[src/rtl/video_writer_if.sv]
// rtl/video_writer_if.sv - byte command stream in, video cell writes and cursor status out
interface video_writer_if;
  logic [7:0]  in_data;
  logic        in_valid;
  logic        in_ready;
  logic        video_write;
  logic [15:0] video_address;
  logic [23:0] video_value;
  logic [23:0] video_mask;
  logic [7:0]  cursor_x;
  logic [7:0]  cursor_y;
  logic        busy;

  modport master (
    output in_data, in_valid,
    input  in_ready, video_write, video_address, video_value, video_mask,
           cursor_x, cursor_y, busy
  );

  modport slave (
    input  in_data, in_valid,
    output in_ready, video_write, video_address, video_value, video_mask,
           cursor_x, cursor_y, busy
  );
endinterface

[src/rtl/video_writer.sv]
// rtl/video_writer.sv - text-mode writer: printable bytes, cursor/attribute escapes, screen clear
module video_writer #(
  parameter int          COLS         = 80,
  parameter int          ROWS         = 30,
  parameter logic [15:0] DEFAULT_ATTR = 16'h0F00
) (
  input  logic         clk,
  input  logic         reset,
  video_writer_if.slave bus
);
  localparam logic [2:0] S_IDLE    = 3'd0;
  localparam logic [2:0] S_ATTR_HI = 3'd1;
  localparam logic [2:0] S_ATTR_LO = 3'd2;
  localparam logic [2:0] S_POS_ROW = 3'd3;
  localparam logic [2:0] S_POS_COL = 3'd4;
  localparam logic [2:0] S_CLEAR   = 3'd5;

  localparam logic [15:0] COLS_W    = 16'(COLS);
  localparam logic [15:0] LAST_ADDR = 16'(ROWS * COLS - 1);
  localparam logic [7:0]  MAX_COL   = 8'(COLS - 1);
  localparam logic [7:0]  MAX_ROW   = 8'(ROWS - 1);

  logic [2:0]  state;
  logic [15:0] attr;
  logic [7:0]  row_hold;
  logic        accept;
  logic [15:0] cell_addr;

  assign bus.in_ready = (state != S_CLEAR);
  assign bus.busy     = (state == S_CLEAR);
  assign accept       = bus.in_valid && bus.in_ready;
  assign cell_addr    = {8'd0, bus.cursor_y} * COLS_W + {8'd0, bus.cursor_x};

  always_ff @(posedge clk or posedge reset) begin
    if (reset) begin
      state             <= S_IDLE;
      attr              <= DEFAULT_ATTR;
      row_hold          <= 8'd0;
      bus.cursor_x      <= 8'd0;
      bus.cursor_y      <= 8'd0;
      bus.video_write   <= 1'b0;
      bus.video_address <= 16'd0;
      bus.video_value   <= 24'd0;
      bus.video_mask    <= 24'd0;
    end else begin
      bus.video_write <= 1'b0;
      case (state)
        S_IDLE: if (accept) begin
          if (bus.in_data >= 8'h20) begin
            bus.video_write   <= 1'b1;
            bus.video_address <= cell_addr;
            bus.video_value   <= {attr, bus.in_data};
            bus.video_mask    <= 24'hFFFFFF;
            if (bus.cursor_x == MAX_COL) begin
              bus.cursor_x <= 8'd0;
              bus.cursor_y <= (bus.cursor_y == MAX_ROW) ? 8'd0 : bus.cursor_y + 8'd1;
            end else begin
              bus.cursor_x <= bus.cursor_x + 8'd1;
            end
          end else begin
            case (bus.in_data)
              8'h0D: bus.cursor_x <= 8'd0;
              8'h0A: bus.cursor_y <= (bus.cursor_y == MAX_ROW) ? 8'd0 : bus.cursor_y + 8'd1;
              8'h08: begin
                if (bus.cursor_x != 8'd0) begin
                  bus.cursor_x <= bus.cursor_x - 8'd1;
                end else if (bus.cursor_y != 8'd0) begin
                  bus.cursor_x <= MAX_COL;
                  bus.cursor_y <= bus.cursor_y - 8'd1;
                end
              end
              8'h1B: state <= S_ATTR_HI;
              8'h1F: state <= S_POS_ROW;
              8'h0C: begin
                // The first clear write goes out with the state change so that
                // busy covers exactly the cycles on which writes are presented.
                state             <= S_CLEAR;
                bus.video_write   <= 1'b1;
                bus.video_address <= 16'd0;
                bus.video_value   <= {attr, 8'h20};
                bus.video_mask    <= 24'hFFFFFF;
              end
              default: ;
            endcase
          end
        end
        S_ATTR_HI: if (accept) begin
          attr[15:8] <= bus.in_data;
          state      <= S_ATTR_LO;
        end
        S_ATTR_LO: if (accept) begin
          attr[7:0] <= bus.in_data;
          state     <= S_IDLE;
        end
        S_POS_ROW: if (accept) begin
          row_hold <= (bus.in_data > MAX_ROW) ? MAX_ROW : bus.in_data;
          state    <= S_POS_COL;
        end
        S_POS_COL: if (accept) begin
          bus.cursor_x <= (bus.in_data > MAX_COL) ? MAX_COL : bus.in_data;
          bus.cursor_y <= row_hold;
          state        <= S_IDLE;
        end
        S_CLEAR: begin
          if (bus.video_address == LAST_ADDR) begin
            state        <= S_IDLE;
            bus.cursor_x <= 8'd0;
            bus.cursor_y <= 8'd0;
          end else begin
            bus.video_write   <= 1'b1;
            bus.video_address <= bus.video_address + 16'd1;
            bus.video_value   <= {attr, 8'h20};
            bus.video_mask    <= 24'hFFFFFF;
          end
        end
        default: state <= S_IDLE;
      endcase
    end
  end
endmodule

[src/flat_wrapper.sv]
// flat-port wrapper written by rule: the top's interface ports become plain ports
module video_writer_flat 
#(
  parameter int          COLS         = 80,
  parameter int          ROWS         = 30,
  parameter logic [15:0] DEFAULT_ATTR = 16'h0F00
)
  (clk, reset, bus_in_data, bus_in_valid, bus_in_ready, bus_video_write, bus_video_address, bus_video_value, bus_video_mask, bus_cursor_x, bus_cursor_y, bus_busy);
  video_writer_if bus_i ();
  input  logic clk;
  input  logic reset;
  input wire logic [$bits(bus_i.in_data)-1:0] bus_in_data;
  input wire logic [$bits(bus_i.in_valid)-1:0] bus_in_valid;
  output wire logic [$bits(bus_i.in_ready)-1:0] bus_in_ready;
  output wire logic [$bits(bus_i.video_write)-1:0] bus_video_write;
  output wire logic [$bits(bus_i.video_address)-1:0] bus_video_address;
  output wire logic [$bits(bus_i.video_value)-1:0] bus_video_value;
  output wire logic [$bits(bus_i.video_mask)-1:0] bus_video_mask;
  output wire logic [$bits(bus_i.cursor_x)-1:0] bus_cursor_x;
  output wire logic [$bits(bus_i.cursor_y)-1:0] bus_cursor_y;
  output wire logic [$bits(bus_i.busy)-1:0] bus_busy;
  assign bus_i.in_data = bus_in_data;
  assign bus_i.in_valid = bus_in_valid;
  assign bus_in_ready = bus_i.in_ready;
  assign bus_video_write = bus_i.video_write;
  assign bus_video_address = bus_i.video_address;
  assign bus_video_value = bus_i.video_value;
  assign bus_video_mask = bus_i.video_mask;
  assign bus_cursor_x = bus_i.cursor_x;
  assign bus_cursor_y = bus_i.cursor_y;
  assign bus_busy = bus_i.busy;
  video_writer #(.COLS(COLS), .ROWS(ROWS), .DEFAULT_ATTR(DEFAULT_ATTR)) u_core (.clk(clk), .reset(reset), .bus(bus_i));
endmodule
[config.mk]
export PLATFORM = sky130hd
export DESIGN_NAME = video_writer_flat
export DESIGN_NICKNAME = d
export VERILOG_FILES = /design/src/rtl/video_writer_if.sv /design/src/rtl/video_writer.sv /design/src/flat_wrapper.sv
export SDC_FILE = /design/constraint.sdc
export NUM_CORES = 1
export LEC_CHECK = 0
export CORE_ASPECT_RATIO = 2
export CORE_MARGIN = 2
export CORE_UTILIZATION = 54
export CTS_CLUSTER_DIAMETER = 150
export DETAILED_ROUTE_END_ITERATION = 16
export GPL_TIMING_DRIVEN = 0
export PLACE_DENSITY = 0.81
export SYNTH_ARGS = -nofsm -noshare
export SYNTH_HDL_FRONTEND = slang
export SYNTH_SLANG_ARGS = --single-unit
[constraint.sdc]
create_clock -name clk -period 3.7 [get_ports clk]
set_input_delay 0.37 -clock clk [delete_from_list [all_inputs] [get_ports clk]]
set_output_delay 0.37 -clock clk [all_outputs]
set_load 0.02 [all_outputs]
==> results of run 1 <==
[registers in the layout, indices dropped and copies added (netlist names)]
| register | count |
|---|---|
| u_core.bus.cursor_x | 8 |
| u_core.state | 3 |
| u_core.bus.video_write | 1 |
| u_core.attr | 16 |
| u_core.bus.video_address | 16 |
| u_core.bus.video_value | 24 |
| u_core.bus.video_mask | 1 |
| u_core.bus.cursor_y | 8 |
| u_core.row_hold | 8 |
[final cells by class]
cell class	instances	area, sq um
clock inverters	7	55.05
well taps	135	168.9
repair buffers	87	888.4
plain buffers	66	377.9
clock buffers	9	225.2
multi-input cells	477	3079
inverters	15	61.31
flip-flops and latches	85	2132
fillers	893	3162
[synthesized netlist by cell type, drive strengths merged, types with 3 or more instances]
cell | number | area share (%)
o22ai | 5 | 0.55
xnor2 | 8 | 1.2
o311a | 3 | 0.53
or4 | 5 | 0.66
a211oi | 8 | 1.2
nor2 | 43 | 2.9
xor2 | 5 | 0.78
nor4 | 9 | 1.5
a31oi | 12 | 1.3
and3 | 11 | 1.2
o211ai | 4 | 0.53
dfrtp | 81 | 36
a21o | 4 | 0.53
clkbuf | 30 | 2.0
or3 | 5 | 0.55
o32ai | 4 | 0.62
a22oi | 5 | 0.66
nor4b | 7 | 1.5
or4b | 3 | 0.60
mux2 | 16 | 3.2
nor2b | 5 | 0.69
and2 | 12 | 1.3
a21oi | 32 | 2.8
nand2b | 4 | 0.44
o31ai | 8 | 1.1
nand4 | 8 | 0.89
nor3b | 3 | 0.40
o221ai | 6 | 0.93
o21ai | 56 | 5.0
buf | 36 | 4.7
nor3 | 15 | 1.3
dfstp | 4 | 1.9
nand2 | 94 | 6.5
inv | 15 | 1.0
o21a | 3 | 0.40
nand3 | 13 | 1.2
ha | 24 | 5.3
[worst max-delay path by stage]
stage	end	depth (start not counted)
global route	u_core.bus.video_address[13]	9
global placement	u_core.bus.cursor_y[7]	2
finish	u_core.bus.video_address[13]	9
detailed placement	u_core.bus.video_address[13]	9
floorplan	u_core.bus.video_address[13]	9
CTS	u_core.bus.video_address[13]	9
[power groups by stage]
stage,combinational [mW],sequential [mW],clock [mW]
after floorplan,1.16,1.49,0
after global placement,1.95,1.38,0
after detailed placement,1.99,1.39,0
after CTS,2.01,1.37,0.874
after global routing,2.22,1.40,0.909
final,2.01,1.38,0.867
[worst max-delay path, cell delays in order (launching register included)]
cell     delay [ns]
dfrtp_1        0.55
ha_1           0.29
ha_1           0.22
fa_1           0.43
xor2_1         0.25
nand2_1        0.13
nor4b_1        0.58
o31ai_1        0.19
xnor2_1        0.17
a221o_1        0.30
[stage by stage]
stage               util, %  instances  worst slack (ns)
floorplan                 -        643            0.8239
global placement      65.79        864           -0.1420
detailed placement    66.09        865            0.5509
CTS                   68.85        881            0.5070
global route          68.85        881            0.2266
finish                68.85        881            0.4762
[kinds of logic (layout without fill, tap and decap cells)]
group | after synthesis | after routing | synth area share [%]
multiplexers | 17 | 17 | 3.367
buffers and inverters | 81 | 184 | 7.731
XOR/XNOR | 13 | 13 | 2.016
AND/OR/NAND/NOR | 245 | 245 | 22.88
AO/OA/AOI/OAI | 176 | 176 | 20.23
flip-flops | 85 | 85 | 37.75
adder cells (fa/ha/maj) | 26 | 26 | 6.026
[metal layers]
layer | track usage [%] | wire, microns
met1 | 31.89 | 5964
met2 | 57.92 | 9363
met3 | 4.248 | 916
met4 | 18.27 | 899
met5 | 0 | 0
==> qor.yml, run 1 <==
wl_microns: 17150
drt-vias-per-instance: 6.217
fin_area_sq_um: 6988
ys_warn_count: 0
synth_cell_types: 77
synth-seq-cells: 85
slew_viol_final: 0
grt_pass1_wl_microns: 27570
htree_levels: 3
pwr-share-clk_pct: 20.4
cp-end-kind: "register"
grt_pass1_vias: 5422
async_flop_share_pct: 100.0
core_sq_um: 10150
rsz0062_at_grt: "no"
cts_max_path_buffers: 2
vdd_drop_max_v: 0.0003910
post-route-min-period_ns: 3.224
max_slew.worst_pin.slew_ns: 0.9363
cts_tree: "built"
synth_edf_count: 0
layout-drive-gt1-share_pct: 12.33
reg2reg_slack_ns: 0.48
chipHeight_microns: 148.6
synth.cell_area_sq_um: 5648
cts_resized: 0
critical_path_class: "register to register"
die-area_sq_um: 11340
path_max_fanout: 12
io_pins: 94
leakage_nw: 3.017
fin_crit_sh_pct: 87.13
overflow: 0
synthesis.nets: 680
cts_made_buffers: 9
die_x_microns: 76.32
comb_power_share_pct: 47.2
cp.required_ns: 3.94
worst-r2r-cell-count: 9
cts.hold.buffers_added: 0
vias: 5477
arrival_ns: 3.46
mostFrequentLayoutCells: "93 x nand2_1, 86 x clkdlybuf4s50_1, 81 x dfrtp_1, 52 x o21ai_0, 43 x nor2_1"
startpoint_type: "register"
max_clock_freq_mhz: 310.2
synthToLayoutAreaGrowth_pct: 23.73
cts.clk_slew.worst_paths_ns: 0.07
cts-root-buf: "clkbuf_16"
drc_errors: 0
fin_nets: 778
drt_first_pass_iters: 5
cts_sinks: 85
cts_setup_buffers: 0
power.total_mw: 4.260
switching_share_pct: 42.45
seq_area_frac_synth_pct: 37.75
fin_hold_ws_ns: 0.3216
critical_path.startpoint: "u_core.bus.cursor_y[0]"
diodes: 0
dpl.hpwl_microns: 13090
drt_iter0_markers: 361
layout_commonest_cell: "nand2_1"
setup_viol: 0
switchingPower_mw: 1.808
gp_congestion: 0.9249
routedWlPerCell_microns: 19.46
syn_inst: 643
seqPwrFrac_pct: 32.4
portBuffers: 86
maxSlewHeadroom_pct: 37.10
p_per_area_nw_per_um2: 609.7
grt_start_max_net_pins: 68
timing.rr.start: "u_core.bus.cursor_y[0]"
synth_area_per_cell_sq_um: 8.784
rows: 52
totalNegativeSetupSlack_ns: 0
hold_viol: 0
status: "complete, no violations"
antenna_left: 0
hold_class: "primary input to async pin"
rr_endpoint: "u_core.bus.video_address[13]"
clk_latency_ns: 0.35
worst_clock_skew_ns: 0.009224
initial_core_util_pct: 55.65
place_area_sq_um: 6708
grt_antenna_before_repair: 0
internal_power_mw: 2.452
drv_cap: 0
yosys_most_used_dff: "dfrtp_1"
grtUsageTotal_pct: 30.76
Power figures use the tool's default switching activity.
==> inputs of run 2 (changes only) <==
CELL_PAD_IN_SITES_DETAIL_PLACEMENT = 1   (was unset)
CELL_PAD_IN_SITES_GLOBAL_PLACEMENT = 1   (was unset)
CORE_UTILIZATION = 41   (was 54)
PLACE_DENSITY = unset   (was 0.81)
PLACE_DENSITY_LB_ADDON = 0.1   (was unset)
SETUP_SLACK_MARGIN = 0.4   (was unset)
==> qor.yml, run 2 (synthesized netlist as in run 1, its figures left out) <==
crit_top_cell: "ha_1"
grtUsageTotal_pct: 27.05
overflow: 0
die_x_microns: 86.99
fillers: 1557
startpoint_type: "register"
max_clock_freq_mhz: 317.0
critical_path_class: "register to register"
initial_core_util_pct: 42.03
io_pins: 94
largest_register_ffs: 24
drc_errors: 0
layout_commonest_cell: "nand2_1"
gp_congestion: 0.9689
rsz0062_at_grt: "no"
leakage_nw: 3.021
cts-root-buf: "clkbuf_16"
cts_made_buffers: 9
clk_latency_ns: 0.35
vias: 5406
dpl.hpwl_microns: 14930
core_sq_um: 13440
fin_crit_sh_pct: 85.26
fin_nets: 778
totalNegativeSetupSlack_ns: 0
grt_pass1_vias: 5874
post-route-min-period_ns: 3.155
rows: 60
worst_clock_skew_ns: 0.009330
cts_sinks: 85
vdd_drop_max_v: 0.0003389
cts_max_path_buffers: 2
cts.hold.buffers_added: 0
reg2reg_slack_ns: 0.55
max_stage_delay_ns: 0.45
drt_first_pass_iters: 6
fin_cells: 901
setup_viol: 0
diodes: 0
routedWlPerCell_microns: 21.60
htree_levels: 3
chipHeight_microns: 170.0
die-area_sq_um: 14790
synthToLayoutAreaGrowth_pct: 24.94
power.total_mw: 4.463
cts_setup_buffers: 0
cp.required_ns: 3.93
cp_cell_sequence: "ha_1 > ha_1 > fa_1 > xor2_1 > nand2_1 > nor4b_2 > o31ai_2 > xnor2_1 > a221o_1"
grt_pass1_wl_microns: 31040
mostFrequentLayoutCells: "93 x nand2_1, 86 x clkdlybuf4s50_1, 80 x dfrtp_1, 52 x o21ai_0, 43 x nor2_1"
drv_cap: 0
max_slew.worst_pin.slew_ns: 0.9748
hold_class: "primary input to async pin"
cp-end-kind: "register"
worst_slack_ns: 0.5455
drt_iter0_markers: 276
drt-vias-per-instance: 6.000
path_max_fanout: 5
cts.clk_slew.worst_paths_ns: 0.07
wl_microns: 19460
hold_viol: 0
layout-drive-gt1-share_pct: 12.87
p_per_area_nw_per_um2: 632.4
slew_viol_final: 0
placed_cells: 885
grt_start_max_net_pins: 58
cts_tree: "built"
reg.largest.list: "u_core.bus.video_value: 24 flops, u_core.attr: 16 flops, u_core.bus.video_address: 16 flops"
maxSlewHeadroom_pct: 34.52
grt_antenna_before_repair: 0
portBuffers: 86
regMostFlops: "u_core.bus.video_value"
antenna_left: 0
cpMaxStageDelayCell: "dfrtp_1"
status: "complete, no violations"
arrival_ns: 3.39
dp_slack_ns: 0.3867
==> run 2: report_power, final <==
group          total (mW)  internal, mW  switching, mW
logic                2.14         0.900           1.24
registers            1.37          1.11          0.265
clock network       0.953         0.530          0.422
total                4.46          2.54           1.92
==> run 2: per-stage QoR <==
step	util, %	instance area (sq um)	hold WS [ns]
5_1_grt	52.51	7057	0.4412
2_1_floorplan	-	5648	0.4419
3_5_place_dp	50.10	6733	0.4622
3_3_place_gp	49.88	6703	0.4550
6_report	52.51	7057	0.4005
4_1_cts	52.42	7044	0.4243
==> run 2: final cells by class <==
cell class | count | area [sq um] | share of cell area [%]
clock buffer | 10 | 229.0 | 3.245
clock inverter | 6 | 71.32 | 1.011
sequential | 85 | 2133 | 30.23
tap | 155 | 193.9 | 2.748
inverter | 15 | 61.31 | 0.8688
buffer | 66 | 377.9 | 5.355
timing repair buffer | 87 | 888.4 | 12.59
multi-input combinational | 477 | 3102 | 43.95
==> run 2: what timing repair did <==
item	4_1_cts	5_1_grt
gates resized for setup	2	4
pin swaps	0	0
endpoints found under the setup margin	1	4
gates cloned	0	0
==> run 2: routing by layer <==
metal  track usage, %  up-vias  wire [microns]
li1                 -     2505               -
met1            28.34     2687            6986
met2            50.08      163           10840
met3            3.637       51             665
met4            14.95        0             972
met5                0        -               0
==> run 2: final timing paths <==
| path | start | cells past startpoint | endpoint |
|---|---|---|---|
| worst max register to register | u_core.bus.cursor_y[1] | 9 | u_core.bus.video_address[13] |
| worst min register to register | u_core.bus.video_value[13] | 2 | u_core.bus.video_value[13] |
| worst max-delay path | u_core.bus.cursor_y[1] | 9 | u_core.bus.video_address[13] |
| min in group clk | bus_in_data[0] | 2 | u_core.attr[8] |
| worst min-delay path | reset | 2 | u_core.row_hold[5] |
| max in group asynchronous | reset | 3 | u_core.attr[11] |
==> run 2: worst max-delay path: cells and delay by family (launching register included) <==
kind / cells / cell delay, ns
xor gates and xnor gates: 2 / 0.53
adders and majority gates: 3 / 1.01
DFF: 1 / 0.45
and+or+nand+nor: 2 / 0.58
AOI/OAI and AO/OA: 2 / 0.46
==> inputs of run 3 (changes only) <==
ABC_AREA = 0   (was unset)
GPL_TIMING_DRIVEN = 1   (was 0)
==> qor.yml, run 3 (synthesized netlist as in run 1, its figures left out) <==
mostFrequentLayoutCells: "93 x nand2_1, 93 x clkdlybuf4s50_1, 79 x dfrtp_1, 52 x o21ai_0, 43 x nor2_1"
drc_errors: 0
vias: 5249
worst_clock_skew_ns: 0.006257
grt_start_max_net_pins: 43
hold_class: "primary input to async pin"
antenna_left: 0
portBuffers: 93
post-route-min-period_ns: 3.025
max_slew.worst_pin.slew_ns: 0.9743
chipHeight_microns: 170.0
overflow: 0
diodes: 0
die_x_microns: 86.99
cp-end-kind: "register"
rows: 60
grt_antenna_before_repair: 0
cts.hold.buffers_added: 0
largest_register_ffs: 24
path_max_fanout: 11
cts_tree: "built"
slew_viol_final: 0
clk_latency_ns: 0.35
initial_core_util_pct: 42.03
cts_made_buffers: 9
critical_path_class: "register to register"
status: "complete, no violations"
synthToLayoutAreaGrowth_pct: 21.80
drt_first_pass_iters: 4
rsz0062_at_grt: "no"
cts_max_path_buffers: 2
htree_levels: 3
cp.required_ns: 3.93
wl_microns: 18720
arrival_ns: 3.26
core_sq_um: 13440
routedWlPerCell_microns: 21.72
p_per_area_nw_per_um2: 646.5
maxSlewHeadroom_pct: 34.49
grt_pass1_wl_microns: 30040
cts_setup_buffers: 0
cts-root-buf: "clkbuf_16"
gp_congestion: 0.8819
max_clock_freq_mhz: 330.5
fin_crit_sh_pct: 81.77
drv_cap: 0
grt_pass1_vias: 5530
drt-vias-per-instance: 6.089
die-area_sq_um: 14790
regMostFlops: "u_core.bus.video_value"
fin_nets: 739
fillers: 1568
layout-drive-gt1-share_pct: 11.46
startpoint_type: "register"
grtUsageTotal_pct: 26.42
hold_viol: 0
leakage_nw: 2.964
io_pins: 94
dpl.hpwl_microns: 14220
drt_iter0_markers: 251
power.total_mw: 4.447
cts_sinks: 85
cts.clk_slew.worst_paths_ns: 0.07
setup_viol: 0
totalNegativeSetupSlack_ns: 0
reg.largest.list: "u_core.bus.video_value: 24 flops, u_core.attr: 16 flops, u_core.bus.video_address: 16 flops"
vdd_drop_max_v: 0.0003480
fin_hold_ws_ns: 0.4588
## run 3: cell types whose count changed in the layout (fill, tap and decap cells not counted), moves of 3 or more
cell	previous run	this run
clkbuf_1	30	0
buf_2	7	0
clkdlybuf4s50_1	86	93
buf_6	4	0
buf_4	24	21
## run 3: critical path, cell delays in order (launching register included)
cell	delay, ns
dfrtp_1	0.58
ha_1	0.31
ha_1	0.41
nor2_1	0.08
nor3b_1	0.59
nor3_1	0.17
o31ai_1	0.36
xnor2_1	0.12
a221o_1	0.29
## run 3: timing repair
action / 4_1_cts / 5_1_grt
setup endpoints to repair: 0 / 4
hold endpoints to repair: 0 / 0
resized for setup: 0 / 4
## run 3: power breakdown
group	internal [mW]	switching, mW
sequential	1.11	0.287
combinational	0.908	1.18
clock	0.535	0.425
## run 3: routing by layer
metal | GRT usage (%) | part of all wire, %
met4 | 12.30 | 4.2
met3 | 3.492 | 3.0
met1 | 28.26 | 37
met5 | 0 | 0
met2 | 49.45 | 56
## run 3: layout make-up
class	instances	area (sq um)	share of cell area, %
sequential	85	2135	31.03
multi-input combinational	477	3095	45.00
timing repair buffer	114	1089	15.82
clock buffer	9	225.2	3.274
clock inverter	7	81.33	1.182
inverter	15	60.06	0.8730
tap	155	193.9	2.819
## run 3: stage by stage
| step | cell area (sq um) | util, % | instances | worst slack [ns] |
|---|---|---|---|---|
| 2_1_floorplan | 5648 | - | 643 | 0.8239 |
| 3_3_place_gp | 6559 | 48.81 | 846 | 0.5661 |
| 3_5_place_dp | 6559 | 48.81 | 846 | 0.5139 |
| 4_1_cts | 6865 | 51.09 | 862 | 0.4874 |
| 5_1_grt | 6879 | 51.19 | 862 | 0.4207 |
| 6_report | 6879 | 51.19 | 862 | 0.6747 |
## run 3: final timing paths
check | depth (start not counted) | slack (ns) | endpoint | start
min in group clk | 2 | 0.47 | u_core.bus.video_value[10] | u_core.bus.video_value[10]
worst max register to register | 8 | 0.67 | u_core.bus.video_address[13] | u_core.bus.cursor_y[5]
worst min register to register | 2 | 0.47 | u_core.bus.video_value[10] | u_core.bus.video_value[10]
worst min-delay path | 2 | 0.46 | u_core.bus.video_value[8] | reset
max in group asynchronous | 3 | 2.37 | u_core.attr[9] | reset
worst max-delay path | 8 | 0.67 | u_core.bus.video_address[13] | u_core.bus.cursor_y[5]
